### config.mk
export PLATFORM = sky130hd
export DESIGN_NAME = uart_rx_param
export DESIGN_NICKNAME = d
export VERILOG_FILES = /design/src/rtl/uart_pkg.sv /design/src/rtl/uart_rx_fifo.sv /design/src/rtl/uart_rx_param.sv
export SDC_FILE = /design/constraint.sdc
export NUM_CORES = 1
export LEC_CHECK = 0
export BUFFER_PORTS_ARGS = -buffer_cell sky130_fd_sc_hd__clkbuf_2
export CAP_MARGIN = 30
export CORE_MARGIN = 4
export CORE_UTILIZATION = 45
export CTS_CLUSTER_DIAMETER = 30
export DETAILED_ROUTE_END_ITERATION = 6
export PLACE_DENSITY = 0.75
export SETUP_SLACK_MARGIN = 0.2
export SYNTH_ARGS = -nofsm -noshare
export SYNTH_HDL_FRONTEND = slang
export SYNTH_SLANG_ARGS = --single-unit
### constraint.sdc
create_clock -name clk -period 2.6 [get_ports clk]
set_clock_uncertainty 0.2 [all_clocks]
set_input_delay 0.13 -clock clk [delete_from_list [all_inputs] [get_ports clk]]
set_output_delay 0.13 -clock clk [all_outputs]
set_load 0.05 [all_outputs]
### src/rtl/uart_pkg.sv
// Shared types and elaboration helpers for the UART receive path.
package uart_pkg;

    typedef enum logic [1:0] {
        PAR_NONE = 2'd0,
        PAR_ODD  = 2'd1,
        PAR_EVEN = 2'd2
    } parity_e;

    typedef enum logic [2:0] {
        ST_IDLE,
        ST_START,
        ST_DATA,
        ST_PARITY,
        ST_STOP,
        ST_BREAK_WAIT
    } rx_state_t;

    // Clock cycles per oversampling tick, truncated.
    function automatic int calc_div(input int clock, input int baud, input int os);
        return int'(longint'(clock) / (longint'(baud) * longint'(os)));
    endfunction

    // True when the received parity bit agrees with the payload. Narrow
    // payloads are zero-extended, which leaves the XOR unchanged.
    function automatic logic parity_ok(input logic [8:0] data, input logic pbit,
                                       input parity_e mode);
        case (mode)
            PAR_ODD:  return (^data ^ pbit) == 1'b1;
            PAR_EVEN: return (^data ^ pbit) == 1'b0;
            default:  return 1'b1;
        endcase
    endfunction

    // 2-of-3 majority vote.
    function automatic logic maj3(input logic a, input logic b, input logic c);
        return (a & b) | (a & c) | (b & c);
    endfunction

endpackage

### src/rtl/uart_rx_fifo.sv
// Generic synchronous first-word-fall-through FIFO with full/empty flags.
module uart_rx_fifo #(
    parameter int WIDTH = 10,
    parameter int DEPTH = 4
) (
    input  logic             clk,
    input  logic             rst,
    input  logic             i_push,
    input  logic [WIDTH-1:0] i_wdata,
    input  logic             i_pop,
    output logic [WIDTH-1:0] o_rdata,
    output logic             o_full,
    output logic             o_empty
);

    localparam int PTR_W = (DEPTH > 1) ? $clog2(DEPTH) : 1;
    localparam int CNT_W = $clog2(DEPTH + 1);

    logic [WIDTH-1:0] r_mem [DEPTH];
    logic [PTR_W-1:0] r_wr_ptr;
    logic [PTR_W-1:0] r_rd_ptr;
    logic [CNT_W-1:0] r_count;

    logic w_do_push;
    logic w_do_pop;

    assign o_empty   = (r_count == '0);
    assign o_full    = (r_count == CNT_W'(DEPTH));
    assign w_do_pop  = i_pop && !o_empty;
    // A full FIFO still accepts a push when the head leaves in the same cycle.
    assign w_do_push = i_push && (!o_full || w_do_pop);
    assign o_rdata   = o_empty ? '0 : r_mem[r_rd_ptr];

    // Pointer and occupancy bookkeeping.
    // NOTE: sequential state uses non-blocking (<=) so every flop samples pre-edge values.
    always_ff @(posedge clk or posedge rst) begin
        if (rst) begin
            r_wr_ptr <= '0;
            r_rd_ptr <= '0;
            r_count  <= '0;
        end else begin
            if (w_do_push)
                r_wr_ptr <= (r_wr_ptr == PTR_W'(DEPTH - 1)) ? '0 : r_wr_ptr + 1'b1;
            if (w_do_pop)
                r_rd_ptr <= (r_rd_ptr == PTR_W'(DEPTH - 1)) ? '0 : r_rd_ptr + 1'b1;
            case ({w_do_push, w_do_pop})
                2'b10:   r_count <= r_count + 1'b1;
                2'b01:   r_count <= r_count - 1'b1;
                default: r_count <= r_count;
            endcase
        end
    end

    // Storage array write port.
    // NOTE: storage is not reset; the count register alone decides which entries are live.
    always_ff @(posedge clk) begin
        if (w_do_push)
            r_mem[r_wr_ptr] <= i_wdata;
    end

endmodule

### src/rtl/uart_rx_param.sv
// Oversampling UART receiver with majority voting, error flags, break
// handling and a small FWFT receive FIFO.
module uart_rx_param #(
    parameter int CLOCK_FREQ = 100000000,
    parameter int BAUD_RATE  = 9600,
    parameter int OVERSAMPLE = 16,
    parameter int DATA_BITS  = 8,
    parameter int PARITY     = 0,
    parameter int STOP_BITS  = 1,
    parameter int FIFO_DEPTH = 4
) (
    input  logic                 clk,
    input  logic                 rst,
    input  logic                 rx,
    output logic [DATA_BITS-1:0] rx_data,
    output logic                 rx_parity_err,
    output logic                 rx_frame_err,
    output logic                 rx_valid,
    input  logic                 rx_ready,
    output logic                 overrun,
    output logic                 busy
);

    import uart_pkg::*;

    localparam int      DIV      = calc_div(CLOCK_FREQ, BAUD_RATE, OVERSAMPLE);
    localparam int      DIV_W    = (DIV > 1) ? $clog2(DIV) : 1;
    localparam int      SCNT_W   = $clog2(OVERSAMPLE);
    localparam int      M        = OVERSAMPLE / 2;
    localparam int      WORD_W   = DATA_BITS + 2;
    localparam parity_e PAR_MODE = parity_e'(PARITY);

    if (DIV < 1) begin : g_bad_div
        $error("uart_rx_param: clock too slow for BAUD_RATE*OVERSAMPLE");
    end
    if ((OVERSAMPLE < 8) || (OVERSAMPLE % 2 != 0)) begin : g_bad_os
        $error("uart_rx_param: OVERSAMPLE must be even and >= 8");
    end
    if ((DATA_BITS < 5) || (DATA_BITS > 9)) begin : g_bad_bits
        $error("uart_rx_param: DATA_BITS must be 5..9");
    end
    if ((PARITY < 0) || (PARITY > 2) || (STOP_BITS < 1) || (STOP_BITS > 2)) begin : g_bad_fmt
        $error("uart_rx_param: PARITY must be 0..2 and STOP_BITS 1..2");
    end
    if ((FIFO_DEPTH < 2) || ((FIFO_DEPTH & (FIFO_DEPTH - 1)) != 0)) begin : g_bad_depth
        $error("uart_rx_param: FIFO_DEPTH must be a power of 2, >= 2");
    end

    logic [1:0]           r_sync;
    logic [DIV_W-1:0]     r_div_cnt;
    logic [SCNT_W-1:0]    r_scnt;
    logic [1:0]           r_samp;
    logic [3:0]           r_bit_cnt;
    logic [DATA_BITS-1:0] r_shift;
    logic                 r_par_err;
    logic                 r_frame_err;
    logic                 r_stop_cnt;
    logic                 r_overrun;
    rx_state_t            r_state;

    rx_state_t            w_state_next;
    logic                 w_rx_s, w_tick, w_wrap, w_decide, w_bit, w_frame_now;
    logic                 w_push, w_shift_en, w_par_chk, w_stop_low, w_stop_adv;
    logic                 w_pop, w_fifo_full, w_fifo_empty;
    logic [WORD_W-1:0]    w_head;

    assign w_rx_s      = r_sync[1];
    assign w_tick      = (r_div_cnt == DIV_W'(DIV - 1));
    assign w_wrap      = w_tick && (r_scnt == SCNT_W'(OVERSAMPLE - 1));
    assign w_decide    = w_tick && (r_scnt == SCNT_W'(M + 1));
    assign w_bit       = maj3(r_samp[0], r_samp[1], w_rx_s);
    assign w_frame_now = r_frame_err | ~w_bit;

    // Two-flop synchroniser; idles high so reset never looks like a start bit.
    always_ff @(posedge clk or posedge rst) begin
        if (rst) r_sync <= 2'b11;
        else     r_sync <= {r_sync[0], rx};
    end

    // Free-running oversampling tick divider.
    always_ff @(posedge clk or posedge rst) begin
        if (rst) r_div_cnt <= '0;
        else     r_div_cnt <= w_tick ? '0 : r_div_cnt + 1'b1;
    end

    // State register.
    always_ff @(posedge clk or posedge rst) begin
        if (rst) r_state <= ST_IDLE;
        else     r_state <= w_state_next;
    end

    // Next-state and per-cycle control strobes.
    // NOTE: every output gets a default first so no path leaves a value held (no latches).
    always_comb begin
        w_state_next = r_state;
        w_push       = 1'b0;
        w_shift_en   = 1'b0;
        w_par_chk    = 1'b0;
        w_stop_low   = 1'b0;
        w_stop_adv   = 1'b0;
        case (r_state)
            ST_IDLE: begin
                if (w_tick && !w_rx_s) w_state_next = ST_START;
            end
            ST_START: begin
                if (w_decide && w_bit) w_state_next = ST_IDLE;
                else if (w_wrap)       w_state_next = ST_DATA;
            end
            ST_DATA: begin
                w_shift_en = w_decide;
                if (w_wrap && (r_bit_cnt == 4'(DATA_BITS)))
                    w_state_next = (PAR_MODE != PAR_NONE) ? ST_PARITY : ST_STOP;
            end
            ST_PARITY: begin
                w_par_chk = w_decide;
                if (w_wrap) w_state_next = ST_STOP;
            end
            ST_STOP: begin
                w_stop_low = w_decide && !w_bit;
                if (r_stop_cnt == 1'(STOP_BITS - 1)) begin
                    // The final stop bit ends at its decision point.
                    if (w_decide) begin
                        w_push       = 1'b1;
                        w_state_next = (w_frame_now && (r_shift == '0)) ? ST_BREAK_WAIT
                                                                        : ST_IDLE;
                    end
                end else begin
                    w_stop_adv = w_wrap;
                end
            end
            ST_BREAK_WAIT: begin
                if (w_tick && w_rx_s) w_state_next = ST_IDLE;
            end
            default: w_state_next = ST_IDLE;
        endcase
    end

    // Bit-level datapath: sample counter, vote samples, shifter and error flags.
    always_ff @(posedge clk or posedge rst) begin
        if (rst) begin
            r_scnt      <= '0;
            r_samp      <= 2'b11;
            r_bit_cnt   <= '0;
            r_shift     <= '0;
            r_par_err   <= 1'b0;
            r_frame_err <= 1'b0;
            r_stop_cnt  <= 1'b0;
        end else begin
            if (w_state_next != r_state) r_scnt <= '0;
            else if (w_tick)             r_scnt <= w_wrap ? '0 : r_scnt + 1'b1;

            if (w_tick && (r_scnt == SCNT_W'(M - 1))) r_samp[0] <= w_rx_s;
            if (w_tick && (r_scnt == SCNT_W'(M)))     r_samp[1] <= w_rx_s;

            if ((w_state_next == ST_DATA) && (r_state != ST_DATA)) r_bit_cnt <= '0;
            else if (w_shift_en)                                     r_bit_cnt <= r_bit_cnt + 1'b1;

            if (w_shift_en) r_shift <= {w_bit, r_shift[DATA_BITS-1:1]};

            if ((w_state_next == ST_START) && (r_state != ST_START)) begin
                r_par_err   <= 1'b0;
                r_frame_err <= 1'b0;
            end else begin
                if (w_par_chk)  r_par_err   <= ~parity_ok(9'(r_shift), w_bit, PAR_MODE);
                if (w_stop_low) r_frame_err <= 1'b1;
            end

            if ((w_state_next == ST_STOP) && (r_state != ST_STOP)) r_stop_cnt <= 1'b0;
            else if (w_stop_adv)                                     r_stop_cnt <= 1'b1;
        end
    end

    // Overrun pulse: a completed frame found the FIFO full with no pop.
    always_ff @(posedge clk or posedge rst) begin
        if (rst) r_overrun <= 1'b0;
        else     r_overrun <= w_push && w_fifo_full && !w_pop;
    end

    assign w_pop = rx_valid && rx_ready;

    uart_rx_fifo #(
        .WIDTH (WORD_W),
        .DEPTH (FIFO_DEPTH)
    ) u_fifo (
        .clk     (clk),
        .rst     (rst),
        .i_push  (w_push),
        .i_wdata ({w_frame_now, r_par_err, r_shift}),
        .i_pop   (w_pop),
        .o_rdata (w_head),
        .o_full  (w_fifo_full),
        .o_empty (w_fifo_empty)
    );

    assign rx_valid      = !w_fifo_empty;
    assign rx_data       = w_head[DATA_BITS-1:0];
    assign rx_parity_err = w_head[DATA_BITS];
    assign rx_frame_err  = w_head[DATA_BITS+1];
    assign overrun       = r_overrun;
    assign busy          = (r_state != ST_IDLE);

endmodule

==> results of run 1 <==
==> through the flow <==
step | setup slack [ns] | hold slack, ns | setup TNS [ns] | std cells
floorplan | -0.0164 | -0.0655 | -0.0164 | 298
global placement | 0.0624 | 0.0103 | 0 | 423
detailed placement | -0.0347 | 0.0189 | -0.119 | 423
CTS | 0.109 | 0.161 | 0 | 448
global route | 0.0456 | 0.166 | 0 | 457
finish | 0.0904 | 0.159 | 0 | 457
==> cells in the mapped netlist (3+ instances only) <==
| cell | n | area [µm²] |
|---|---|---|
| or4_1 | 3 | 22.5 |
| o41ai_1 | 3 | 26.3 |
| and3_1 | 6 | 37.5 |
| nor3_1 | 10 | 50.1 |
| nand2b_1 | 3 | 18.8 |
| ha_1 | 12 | 150 |
| nor2_1 | 21 | 78.8 |
| o21ai_0 | 4 | 20.0 |
| a31oi_1 | 3 | 18.8 |
| mux2_2 | 11 | 124 |
| nand2_1 | 12 | 45.0 |
| nand4_1 | 3 | 18.8 |
| a21oi_1 | 6 | 30.0 |
| and2_1 | 14 | 87.6 |
| nand3_1 | 22 | 110 |
| xnor2_1 | 6 | 52.6 |
| clkbuf_1 | 9 | 33.8 |
| a21o_1 | 4 | 30.0 |
| nand4b_1 | 3 | 26.3 |
| inv_1 | 14 | 52.6 |
| dfrtp_1 | 39 | 976 |
| dfstp_2 | 4 | 105 |
| mux4_2 | 9 | 203 |
| edfxtp_1 | 36 | 1080 |
| xor2_1 | 5 | 43.8 |
==> worst max-delay path, delay by kind of cell (launching register included) <==
| family | cells | cell delay (ns) |
|---|---|---|
| simple gates | 4 | 1.57 |
| flops | 1 | 0.39 |
| compound gates | 1 | 0.23 |
==> how the worst max path moves through the flow <==
stage                            from                            end  depth (start not counted)
5_1_grt        r_div_cnt[8]$_DFF_PP0_  u_fifo.r_count[1]$_DFFE_PP0P_                          7
3_5_place_dp    r_scnt[1]$_DFFE_PP0P_          r_scnt[3]$_DFFE_PP0P_                          7
2_1_floorplan  r_div_cnt[8]$_DFF_PP0_  u_fifo.r_count[1]$_DFFE_PP0P_                          8
3_3_place_gp    r_scnt[1]$_DFFE_PP0P_          r_scnt[0]$_DFFE_PP0P_                          7
6_report       r_div_cnt[8]$_DFF_PP0_          r_scnt[2]$_DFFE_PP0P_                          5
4_1_cts        r_div_cnt[6]$_DFF_PP0_  u_fifo.r_count[1]$_DFFE_PP0P_                          7
==> where the power goes <==
part | total [mW] | internal [mW] | switching, mW
clock | 0.923 | 0.453 | 0.469
combinational | 0.457 | 0.183 | 0.274
sequential | 1.39 | 1.33 | 0.0599
total | 2.77 | 1.96 | 0.803
==> state kept, by name, indices dropped and copies added (netlist names), 3 cells and up <==
| register | cells |
|---|---|
| u_fifo.r_count | 3 |
| r_div_cnt | 10 |
| u_fifo.r_mem | 36 |
| r_state | 3 |
| r_shift | 8 |
| r_bit_cnt | 4 |
| r_scnt | 4 |
==> cells by family (layout without fill, tap and decap cells) <==
| family | count (synthesis) | after routing |
|---|---|---|
| simple gates | 116 | 120 |
| compound gates | 28 | 28 |
| fa+ha+maj | 14 | 14 |
| xor+xnor | 11 | 11 |
| other cells | 1 | 1 |
| mux | 22 | 22 |
| flops | 79 | 79 |
| buf+inv | 27 | 77 |
==> routing by layer <==
layer  part of all wire  vias up  global-route usage  routed length [µm]
li1                   -     1196                   -                   -
met1               0.44     1266               0.213                3300
met5                  0        -                   0                   0
met4              0.017        0              0.0546                 127
met3              0.042       12              0.0351                 316
met2               0.50       54               0.255                3810
==> layout make-up <==
class,instances,area [µm²]
inverters,14,52.6
repair buffers,47,347
clock inverters,7,77.6
clock buffers,9,124
flip-flops and latches,79,2160
fillers,670,3630
multi-input cells,196,1650
well taps,105,131
==> what timing repair did <==
item                                    4_1_cts  5_1_grt
hold endpoints to repair                     21        0
cloned                                        0        5
hold buffers                                  3        0
buffers inserted                              6        4
resized for setup                            14       20
endpoints found under the setup margin       43       53
pin swaps                                     7       11
==> results.json, run 1 <==
{
  "yosysSeqAreaShare": 0.576,
  "synth_top_family_by_area": "simple AND/OR/NAND/NOR gates",
  "muxShareOfSynthArea": 0.0923,
  "cts_buffers": 9,
  "nets": 364,
  "period_needed_ns": 2.51,
  "crit_arrival_ns": 2.54,
  "slew_viol_final": 0,
  "ys_warn_count": 0,
  "dr.pass1.iters": 4,
  "design_area_um2": 4540,
  "slew_headroom": 0.411,
  "slowest_stage": "or4b_4",
  "worstReg2RegStart": "r_div_cnt[8]$_DFF_PP0_",
  "p_per_area_nw_per_um2": 609,
  "synthAdderAreaFrac": 0.0480,
  "track_usage": 0.158,
  "synth_edf_count": 36,
  "drc": 0,
  "crit_path_frequent_cell": "or4b_4",
  "path_cells": "or4b_4 -> or3_4 -> or4b_4 -> a31oi_4 -> nor3_1",
  "synth_flop_cell": "dfrtp_1",
  "holdPathStages": 0,
  "finalCritPeriodShare": 0.965,
  "hold_violations": 0,
  "vias": 2528,
  "slowest_delay_ns": 0.59,
  "startpoint_type": "register",
  "rsz0062_at_grt": "yes",
  "cts_tree": "built",
  "drt-wirelength-per-cell_um": 16.5,
  "syn-instance-count": 298,
  "cp_max_fo": 4,
  "synth_seq_cells": 79,
  "hold_start": "r_sync[0]$_DFF_PP1_",
  "htreeDepth": 3,
  "r2r_slack_ns": 0.09,
  "final_cell_mix": "dfrtp_1, edfxtp_1, buf_4, nor2_1, nand3_1",
  "fp.dieH_um": 99.3,
  "setup_viol": 0,
  "yosys.area_share.simple": 0.175,
  "critPathKind": "reg2reg",
  "hp-class": "reg2reg",
  "synth_xor_area_frac": 0.0257,
  "power_mw": 2.77,
  "via_per_inst": 5.53,
  "synth_area_um2": 3750,
  "synth_cell_types": 52,
  "synthArstFlopShare": 0.544,
  "syn_avg_cell_area_um2": 12.6,
  "r2r_end": "r_scnt[2]$_DFFE_PP0P_",
  "initial_core_util": 0.459,
  "maxCapViolCount": 0,
  "grt_max_degree": 26,
  "cts.clk_slew.worst_paths_ns": 0.08,
  "crit_required_ns": 2.63,
  "antenna_found_initial": 0,
  "clockRootBuffer": "clkbuf_8",
  "clk_latency_ns": 0.35,
  "p_leak_nw": 1.95,
  "gr-total-overflow": 0,
  "area_delta_synth_final_pct": 20.9,
  "grt_pass1_wl_um": 12300,
  "run_status": "finished, final reports clean",
  "place.gp.congestion": 0.818,
  "fp-row-count": 33,
  "drtAntennaViolNets": 0,
  "place_area_um2": 4080,
  "grt_pass1_vias": 2515,
  "io_buffers": 15,
  "synth_nets": 315,
  "die_w_um": 99.3,
  "core_area_um2": 8180,
  "reg2reg_depth": 5,
  "synth-compound-area-share": 0.0540,
  "hold-path-endpoint": "r_sync[1]$_DFF_PP1_",
  "worst_pin_slew_ns": 0.879,
  "endpoint_kind": "register",
  "drtIter0Drc": 153,
  "layout-drive-gt1-share": 0.335,
  "hpwl_um": 4820,
  "fmax_mhz": 398,
  "dieArea_um2": 9870,
  "wirelength_um": 7560,
  "fin_util": 0.555,
  "cts_buffer_depth": 2,
  "final_common_cell": "dfrtp_1",
  "diodes": 0,
  "ir_drop_mv": 0.287,
  "ios": 17,
  "clock_sinks": 79
}
Note: power is estimated with default switching activity, not from simulation.
==> inputs of run 2 (changes only) <==
- CORE_UTILIZATION: 45 -> 35
- PLACE_DENSITY: 0.75 -> 0.63
==> run 2 against run 1 <==
Effect of this change: sequential power is essentially flat; non-clock buffer count shrank 1; critical path depth rose by 2; maximum frequency grew 2.3%; sequential cell count unchanged; utilization fell by 12 points; count of clock-buffer cells in the layout is 2 higher; cell count rose by 5.7%; critical endpoint is now u_fifo.r_count[1]$_DFFE_PP0P_.
==> results.json, run 2 (same netlist as run 1, synthesis figures left out) <==
{
  "cts_buffer_depth": 2,
  "crit_arrival_ns": 2.52,
  "period_needed_ns": 2.45,
  "track_usage": 0.125,
  "reg2reg_depth": 7,
  "fp-row-count": 37,
  "layout-drive-gt1-share": 0.311,
  "hpwl_um": 4780,
  "slew_headroom": 0.581,
  "diodes": 0,
  "timing.final.ws_setup_ns": 0.147,
  "dieArea_um2": 12400,
  "clock_sinks": 79,
  "p_leak_nw": 1.93,
  "drc": 0,
  "area_delta_synth_final_pct": 19.7,
  "place.gp.congestion": 0.780,
  "die_w_um": 112,
  "cts_tree": "built",
  "drtAntennaViolNets": 0,
  "cp-endpoint": "u_fifo.r_count[1]$_DFFE_PP0P_",
  "io_buffers": 15,
  "grt_util_met1": 0.170,
  "endpoint_kind": "register",
  "grt_pass1_vias": 2444,
  "cp_max_fo": 4,
  "dr.pass1.iters": 6,
  "slew_viol_final": 0,
  "antenna_found_initial": 0,
  "grt_pass1_wl_um": 12300,
  "largest_reg_flops": 36,
  "worst_pin_slew_ns": 0.621,
  "gr-total-overflow": 0,
  "drtIter0Drc": 191,
  "clk_latency_ns": 0.36,
  "n_fill_cell": 964,
  "rsz0062_at_grt": "yes",
  "finalCritPeriodShare": 0.944,
  "nets": 359,
  "grt_use_met3": 0.0250,
  "p_per_area_nw_per_um2": 609,
  "startpoint_type": "register",
  "fp.dieH_um": 112,
  "drt-wirelength-per-cell_um": 14.6,
  "grtUsageMet2": 0.186,
  "initial_core_util": 0.362,
  "power_mw": 2.73,
  "vias": 2395,
  "hp-class": "in2async",
  "fmax_mhz": 408,
  "top_usage_layer": "met2",
  "htreeDepth": 3,
  "cts_buffers": 9,
  "cts.clk_slew.worst_paths_ns": 0.08,
  "r2r_end": "u_fifo.r_count[1]$_DFFE_PP0P_",
  "grt_max_degree": 44,
  "worstReg2RegStart": "r_div_cnt[8]$_DFF_PP0_",
  "startpoint": "r_div_cnt[8]$_DFF_PP0_",
  "via_per_inst": 4.96,
  "maxCapViolCount": 0,
  "crit_required_ns": 2.67,
  "hold_violations": 0,
  "largestRegisters": "u_fifo.r_mem (36), r_div_cnt (10), r_shift (8)",
  "critPathKind": "reg2reg",
  "hold_ws_ns": 0.0530,
  "clockRootBuffer": "clkbuf_8",
  "wirelength_um": 7040,
  "regMostFlops": "u_fifo.r_mem",
  "final_common_cell": "dfrtp_1",
  "run_status": "finished, final reports clean",
  "final_cell_mix": "dfrtp_1, edfxtp_1, buf_4, nand3_1, nor2_1",
  "place_ws_ns": -0.0416,
  "ios": 17,
  "setup_viol": 0,
  "ir_drop_mv": 0.345,
  "r2r_slack_ns": 0.15,
  "core_area_um2": 10400
}
-- run 2: changes by cell type in the layout (fill, tap and decap cells not counted), sizes merged --
cell	change
buf	-1
inv	-2
and2	-4
clkbuf	+2
-- run 2: routing by layer --
metal  vias to the layer above  routed length [µm]  share of wire
met3                        16                 192          0.027
li1                       1176                   -              -
met1                      1173                3430           0.49
met4                         0                 197          0.028
met2                        30                3220           0.46
met5                         -                   0              0
-- run 2: layout make-up --
| class | count | area, µm² | share of cell area |
|---|---|---|---|
| multi-input cells | 192 | 1580 | 0.352 |
| flip-flops and latches | 79 | 2160 | 0.481 |
| clock buffers | 11 | 131 | 0.0292 |
| repair buffers | 46 | 335 | 0.0746 |
| clock inverters | 5 | 58.8 | 0.0131 |
| well taps | 136 | 170 | 0.0379 |
| inverters | 14 | 52.6 | 0.0117 |
-- run 2: through the flow --
stage                     instance area (µm²)   util  setup TNS (ns)  cells
after global placement                   4120  0.397               0    454
final                                    4490  0.433               0    483
after CTS                                4400  0.424               0    477
after floorplan                          3810      -         -0.0164    298
after global routing                     4490  0.433               0    483
after detailed placement                 4120  0.397          -0.122    454
-- run 2: how the worst min path moves through the flow --
stage,to,slack (ns),cells after the start
final,r_shift[4]$_DFFE_PP0P_,0.05,3
after global routing,r_shift[0]$_DFFE_PP0P_,0.07,3
after CTS,r_sync[1]$_DFF_PP1_,0.16,0
after detailed placement,r_sync[0]$_DFF_PP1_,0.02,1
after global placement,r_sync[0]$_DFF_PP1_,0.02,1
after floorplan,r_sync[0]$_DFF_PP1_,-0.07,0
-- run 2: where the power goes --
part           switching [mW]  internal, mW  total (mW)
Clock                   0.444         0.444       0.888
Combinational           0.276         0.185       0.461
Sequential             0.0589          1.33        1.39
Total                   0.779          1.96        2.73
-- run 2: worst max-delay path, cell delays in order (launching register included) --
cell     delay (ns)
dfrtp_1        0.39
or4b_4         0.58
nor3_4         0.22
nand2_4        0.07
nand3_2        0.08
fa_1           0.43
and3_4         0.17
nor4b_2        0.22
-- run 2: what timing repair did --
action | in CTS | in global routing
hold endpoints to repair | 42 | 0
buffers inserted | 4 | 5
endpoints found under the setup margin | 43 | 47
pin swaps | 8 | 9
hold buffers | 3 | 0
resized for setup | 11 | 8
